--- config.mk ---
export PLATFORM = sky130hd
export DESIGN_NAME = meta_retire_join
export DESIGN_NICKNAME = d
export VERILOG_FILES = /design/src/rtl/meta_retire_join.sv
export SDC_FILE = /design/constraint.sdc
export NUM_CORES = 1
export LEC_CHECK = 0
export CELL_PAD_IN_SITES_DETAIL_PLACEMENT = 2
export CELL_PAD_IN_SITES_GLOBAL_PLACEMENT = 2
export CORE_MARGIN = 2
export CORE_UTILIZATION = 40
export DETAILED_ROUTE_END_ITERATION = 12
export GPL_TIMING_DRIVEN = 0
export PLACE_DENSITY = 0.83
export SYNTH_ARGS = -nofsm -noshare
export SYNTH_HDL_FRONTEND = slang
export SYNTH_SLANG_ARGS = --single-unit
--- constraint.sdc ---
create_clock -name clk_i -period 4 [get_ports clk_i]
set_clock_uncertainty 0.2 [all_clocks]
set_input_delay 0.6 -clock clk_i [delete_from_list [all_inputs] [get_ports clk_i]]
set_output_delay 0.6 -clock clk_i [all_outputs]
set_load 0.005 [all_outputs]
--- src/rtl/meta_retire_join.sv ---
// Purpose : join/retire side of the VLSU meta-info fork; retires issued tags in order once
//           both the sequential and shuffle paths have completed them.
// Latency : last done at edge N -> retire_valid_o in cycle N+1 (N+2 with output register).
// Backpr. : issue stalls when the tag FIFO is full; each done stalls until it has an
//           uncompleted entry to land on; retire_valid_o/retire_tag_o are held until retire_ready_i.
//
// Ports:
//   clk_i, rst_ni                      clock, async active-low reset
//   issue_valid_i/ready_o/tag_i        record tag of an entry issued to seq+shf
//   seq_done_valid_i/ready_o           seq path completed its oldest uncompleted entry
//   shf_done_valid_i/ready_o           shf path completed its oldest uncompleted entry
//   retire_valid_o/ready_i/tag_o       in-order retire of fully completed entries
//   outstanding_o, idle_o              entries issued but not yet retired
//
// Optional feature macro META_RETIRE_OUT_REG_EN: adds a 1-entry output register
// (valid + tag) between the FIFO head and the retire port, keeping full throughput.

module meta_retire_join #(
    parameter int unsigned NrOutstanding = 4,
    parameter int unsigned TagWidth      = 4,
    localparam int unsigned CntW         = $clog2(NrOutstanding + 1),
    localparam int unsigned PtrW         = (NrOutstanding > 1) ? $clog2(NrOutstanding) : 1
) (
    input  logic                clk_i,
    input  logic                rst_ni,
    input  logic                issue_valid_i,
    output logic                issue_ready_o,
    input  logic [TagWidth-1:0] issue_tag_i,
    input  logic                seq_done_valid_i,
    output logic                seq_done_ready_o,
    input  logic                shf_done_valid_i,
    output logic                shf_done_ready_o,
    output logic                retire_valid_o,
    input  logic                retire_ready_i,
    output logic [TagWidth-1:0] retire_tag_o,
    output logic [CntW-1:0]     outstanding_o,
    output logic                idle_o
);

    logic [TagWidth-1:0] tag_mem [NrOutstanding];
    logic [PtrW-1:0]     wr_ptr;
    logic [PtrW-1:0]     rd_ptr;
    logic [CntW-1:0]     occ;
    logic [CntW-1:0]     seq_cnt;
    logic [CntW-1:0]     shf_cnt;

    logic                issue_fire;
    logic                seq_fire;
    logic                shf_fire;
    logic                head_done;
    logic                pop;
    logic [TagWidth-1:0] head_tag;

    // All readies come from registered state only, so an issue and a done in the
    // same cycle never interact combinationally.
    assign issue_ready_o    = (occ != CntW'(NrOutstanding));
    assign seq_done_ready_o = (seq_cnt < occ);
    assign shf_done_ready_o = (shf_cnt < occ);

    assign issue_fire = issue_valid_i    && issue_ready_o;
    assign seq_fire   = seq_done_valid_i && seq_done_ready_o;
    assign shf_fire   = shf_done_valid_i && shf_done_ready_o;

    // Counters never exceed occ, so a non-zero count on both paths means the
    // FIFO head has been completed by both.
    assign head_done = (occ != '0) && (seq_cnt != '0) && (shf_cnt != '0);
    assign head_tag  = tag_mem[rd_ptr];

`ifdef META_RETIRE_OUT_REG_EN
    logic                out_vld;
    logic [TagWidth-1:0] out_tag;

    // Refill the output register whenever it is empty or draining this cycle.
    assign pop = head_done && (!out_vld || retire_ready_i);

    always_ff @(posedge clk_i or negedge rst_ni) begin
        if (!rst_ni) begin
            out_vld <= 1'b0;
            out_tag <= '0;
        end else if (pop) begin
            out_vld <= 1'b1;
            out_tag <= head_tag;
        end else if (retire_ready_i) begin
            out_vld <= 1'b0;
        end
    end

    assign retire_valid_o = out_vld;
    assign retire_tag_o   = out_tag;
    assign outstanding_o  = occ + CntW'(out_vld);
`else
    assign pop            = head_done && retire_ready_i;
    // Tag is forced to zero while nothing is retiring so the port is clean at reset
    // without needing a reset on the tag storage.
    assign retire_valid_o = head_done;
    assign retire_tag_o   = head_done ? head_tag : '0;
    assign outstanding_o  = occ;
`endif

    assign idle_o = (outstanding_o == '0);

    function automatic logic [PtrW-1:0] ptr_inc(input logic [PtrW-1:0] p);
        return (p == PtrW'(NrOutstanding - 1)) ? '0 : p + PtrW'(1);
    endfunction

    always_ff @(posedge clk_i or negedge rst_ni) begin
        if (!rst_ni) begin
            wr_ptr  <= '0;
            rd_ptr  <= '0;
            occ     <= '0;
            seq_cnt <= '0;
            shf_cnt <= '0;
        end else begin
            if (issue_fire) wr_ptr <= ptr_inc(wr_ptr);
            if (pop)        rd_ptr <= ptr_inc(rd_ptr);
            occ     <= occ     + CntW'(issue_fire) - CntW'(pop);
            seq_cnt <= seq_cnt + CntW'(seq_fire)   - CntW'(pop);
            shf_cnt <= shf_cnt + CntW'(shf_fire)   - CntW'(pop);
        end
    end

    // Tag storage needs no reset: entries are only read once occ covers them.
    always_ff @(posedge clk_i) begin
        if (issue_fire) tag_mem[wr_ptr] <= issue_tag_i;
    end

endmodule

Word-level counts from Yosys, hierarchy flattened --
Memory sizes are Yosys's and may differ from the RTL's. Index checks and enable logic that the tools add are counted.
Cells by class: add/subtract/negate cells 8, $lt $le $gt $ge 2, eq/ne operators 3, muxes and demuxes 5, reduce and logical (&&, ||, !) cells 10
Operators with widths (number):
- $add 3x1->3 | 3
- $reduce_bool 3->1 | 3
- $sub 3x1->3 | 3
- $logic_and 1x1->1 | 6
- $lt 3x3->1 | 2
- $add 2x1->2 const B | 2
- $eq 2x2->1 const B | 2
- $mux 2 | 2
- $mux 4 | 1
- $logic_not 3->1 | 1
- $ne 3x3->1 const B | 1
- $mux 1 | 2
Storage, ports and cells: register bits 13, RAM bits 16, input bits 10, output and inout bits 12, word-level logic and storage cells 34, memories kept 1
Memories:
- tag_mem | words 4, bits a word 4, rd ports 1, clocked after memory_dff 0, wr ports 1, line 40 | logic [TagWidth-1:0] tag_mem [NrOutstanding];

Longest topological paths before layout --
word-level depth 5, depth in mapped cells 11, gate-level depth less buffers 11

Worst setup path before layout --
Ideal clock, no wire load.
path type register -> register, start point reg occ[1], in the netlist outstanding_o[1], end point reg seq_cnt[2], setup time 123 ps, arrival 2340 ps, data required time 3677 ps, path slack 1337 ps, stages on the path, launching flop included 12, path buffers 0, clock period less this slack 2663 ps, cells stage by stage dfrtp_1 > inv_1 > ha_1 > a21o_1 > a211o_1 > ha_1 > inv_1 > ha_1 > inv_1 > fa_1 > xnor2_1 > xnor2_1
Between the ends: cells in the longest elaborated chain, start to end 5, elaborated cells between the ends (all ways) 8, those cells by class add/sub (2); order compare (1); reduce/logical (5)
RTL lines:
- from (decl) | line 43 | logic [CntW-1:0] occ;
- from (signal assigned) | line 116 | occ <= occ + CntW'(issue_fire) - CntW'(pop);
- parallel branches: the longest is 4 deep, another holds $lt 3x3->1
- $sub 3x1->3 * | line 117 | seq_cnt <= seq_cnt + CntW'(seq_fire) - CntW'(pop);
- to (signal assigned) | line 117
- to (decl) | line 44 | logic [CntW-1:0] seq_cnt;
Every way passes the cells marked *. A chain may end at the register's enable or synchronous reset.

Worst setup path in the final report --
Same ends and word-level chain as after synthesis.

==> flow_summary_export.csv <==
group,metric,value,unit
place,dp_hpwl,2.65,mm
clocking,cts_hold_buf,0,
run_status,status,"finished clean",
clocking,root_buffer,"clkbuf_8",
global_route,grt.overflow.total,0,
sta,slew_viol_final,0,
clocking,cts_tree,"built",
global_route,grt_max_degree,14,
sta,worstMarginPinSlew,0.583,ns
die,row_count,22,
layout,fin_cells,182,
synth,synth_top_family_by_area,"adder cells",
place,place_inst,174,
synth,yosys.cell_count.top_type,"inv_1",
pwr,ir_worst_vdd,326,uV
critical_path,crit_path_end_kind,"flip-flop",
clocking,cts.clk_slew.worst_paths,0.06,ns
critical_path,critPathSlowestCell,"dfrtp_1",
layout,fillCellCount,347,
synth,synthSimpleGateAreaFrac,8.40,%
die,dieArea,4230,sq um
drt,route.detailed.drc,0,
critical_path,cp_cell_sequence,"inv_1 -> ha_1 -> a21o_1 -> a211o_1 -> ha_1 -> inv_1 -> ha_1 -> inv_1 -> fa_1 -> xnor2_1 -> xnor2_1",
critical_path,critical_path.max_stage_delay,0.48,ns
sta,finalSetupViolCount,0,
synth,synth_mux_area_share,9.58,%
pwr,seq_power_share,31.3,%
global_route,antenna_found_initial,0,
pwr,switching_power,595,uW
place,port_buffers,21,
synth,synth_fa_ha_area_share,16.6,%
sta,hold_ws,0.344,ns
synth,async_reset_ff_share,44.8,%
clocking,cts_resized,0,
layout,final_area,1870,sq um
drt,routedWlPerCell,17.9,um
critical_path,r2r-start,"outstanding_o[1]$_DFF_PN0_",
global_route,grt_pass1_wl,5.26,mm
layout,nNetsFinal,161,
clocking,htreeDepth,2,
critical_path,r2r_end,"seq_cnt[2]$_DFF_PN0_",
pwr,p_int,1110,uW
sta,min_period,2.90,ns
global_route,grtUsageTotal,17.6,%
sta,max_freq,0.345,GHz
hold_path,hold_path_end,"outstanding_o[2]$_DFF_PN0_",
critical_path,worstPathArrival,2.90,ns
synth,yosysWarnings,0,
synth,synth-edff-count,16,
drt,via_count,899,
critical_path,crit_path_start_kind,"flip-flop",
place,gp_congestion,0.698,
global_route,met1_usage,18.2,%
clocking,cts_buffers,5,
synth,synthCells,105,
pwr,power_density,909,nW/um^2
global_route,grt_pass1_vias,1075,
hold_path,min_path_cells,1,
synth,netlist_area,1490,sq um
global_route,grt_util_met3,4.34,%
pwr,switching_share,35.0,%
synth,syn-mean-instance-area,14.2,sq um
synth,synth_top_area_share,32.3,%
die,initial_utilization,41.3,%
clocking,clock_path_buffers,2,
pwr,combPwrFrac,51.7,%
synth,ys_types,22,
layout,fin_util,52.0,%
synth,synthTopCellsByArea,"edfxtp_1 32%, dfrtp_1 22%, ha_1 13%, mux4_2 6.1%, inv_1 4.5%",
place,dpl_cell_area,1760,sq um
die,die_h,65.0,um
sta,setup_tns,0,ns
layout,areaGrowthSynthToFinish,25.9,%
drt,routed_via_density,4.94,
pwr,p_leak,0.000818,uW
sta,slew_headroom,61.0,%
drt,ant_nets,0,
die,core_area,3610,sq um
hold_path,min-delay-start,"outstanding_o[2]$_DFF_PN0_",
flow_run,drv_cap,0,
synth,yosys-top-cells-count,"18 x inv_1, 16 x edfxtp_1, 15 x ha_1, 13 x dfrtp_1, 6 x xnor2_1",
clocking,post_cts_buffers,0,
critical_path,path_delay_family,"adder cells",
drt,routed_wirelength,3.26,mm
global_route,grtUsageMet2,33.4,%
critical_path,required,3.99,ns
synth,synth.largest_area_cell,"edfxtp_1",
synth,seq_area_frac_synth,54.1,%
drt,drt_iter0_drc,32,
critical_path,rrSetupSlack,1.10,ns
critical_path,path_class,"reg2reg",
synth,synth-xor-area-share,3.53,%
drt,firstDrtPassIters,3,
synth,synth_compound_area_share,2.86,%
synth,synth_fp_nets,133,
synth,ys_ff_latch,29,
sta,rsz0062_at_grt,"no",
hold_path,holdCritPathClass,"reg2reg",
die,pin_count,22,
critical_path,reg2reg_depth,11,
critical_path,cp_max_fo,6,
global_route,top_usage_layer,"met2",
layout,drive_above_1_share,13.4,%
synth,synth_ff_type,"edfxtp_1",
pwr,p_clk_share,17.0,%
die,die_w,65.0,um
sta,hold_viol,0,
clocking,clock-sinks,29,
layout,diodes,0,
clocking,insertion_delay,0.28,ns
sta,period_share,72.5,%
critical_path,critical_path.n_buffers_inverters,3,
[placed cells by master, fill, tap and decap left out]
cell type,n
a211o_1,2
a21o_1,2
a21oi_1,2
and2_4,1
and3_1,4
and4_4,1
buf_2,1
clkbuf_16,1
clkbuf_8,6
clkdlybuf4s50_1,21
clkinvlp_4,1
dfrtp_1,13
edfxtp_1,16
fa_1,3
ha_1,15
inv_1,18
mux2_1,2
mux2_4,2
mux4_2,4
nand2b_1,2
nand3_1,1
nor2_1,2
nor2b_1,4
or3_1,3
or3b_4,1
xnor2_1,6
[state kept, by name, indices dropped and copies added, names as in the netlist]
| name | count |
|---|---|
| tag_mem | 16 |
| seq_cnt | 3 |
| wr_ptr | 2 |
| rd_ptr | 2 |
| outstanding_o | 3 |
| shf_cnt | 3 |
[worst max-delay path by stage]
stage / from / endpoint / slack, ns / depth (start not counted)
after floorplan: outstanding_o[1]$_DFF_PN0_ / seq_cnt[2]$_DFF_PN0_ / 1.34 / 11
after global placement: issue_valid_i / outstanding_o[2]$_DFF_PN0_ / 1.19 / 10
after detailed placement: seq_done_valid_i / seq_cnt[2]$_DFF_PN0_ / 1.10 / 10
after CTS: outstanding_o[1]$_DFF_PN0_ / seq_cnt[2]$_DFF_PN0_ / 1.09 / 11
after global routing: outstanding_o[1]$_DFF_PN0_ / seq_cnt[2]$_DFF_PN0_ / 0.98 / 11
final: outstanding_o[1]$_DFF_PN0_ / seq_cnt[2]$_DFF_PN0_ / 1.10 / 11
[layer usage]
layer | wire, um | up-vias
li1 | - | 418
met1 | 1280 | 464
met2 | 1840 | 12
met3 | 94 | 5
met4 | 44 | 0
met5 | 0 | -
[cells by family (layout without fill, tap and decap cells)]
logic type	Yosys count	after routing
AOI/OAI and AO/OA	6	6
xor gates and xnor gates	6	6
adders and majority gates	18	18
buffers and inverters	19	48
DFF	29	29
muxes	8	8
and+or+nand+nor	19	19
[worst register-to-register path: stages, from the launching register on]
cell and delay (ns):
dfrtp_1 0.48, inv_1 0.13, ha_1 0.31, a21o_1 0.17
a211o_1 0.29, ha_1 0.28, inv_1 0.07, ha_1 0.13
inv_1 0.05, fa_1 0.37, xnor2_1 0.20, xnor2_1 0.15
[area by class of cell]
class,instances,area [sq um],share of cell area (%)
well taps,48,60.1,3.20
plain buffers,1,5.00,0.267
multi-input cells,57,611,32.6
clock inverters,1,7.51,0.401
repair buffers,21,210,11.2
flip-flops and latches,29,806,43.0
clock buffers,7,108,5.74
inverters,18,67.6,3.60
[power groups by stage]
stage	sequential (uW)	combinational (uW)	clock, uW
6_report	532	881	290
5_1_grt	551	990	308
4_1_cts	537	910	297
3_5_place_dp	540	899	0
3_3_place_gp	528	811	0
2_1_floorplan	506	545	0
[through the flow]
step,setup WS [ns],total power (uW)
detailed placement,1.10,1440
global placement,1.19,1340
CTS,1.09,1740
finish,1.10,1700
global route,0.976,1850
floorplan,1.34,1050
Note: power is estimated with default switching activity, not from simulation.
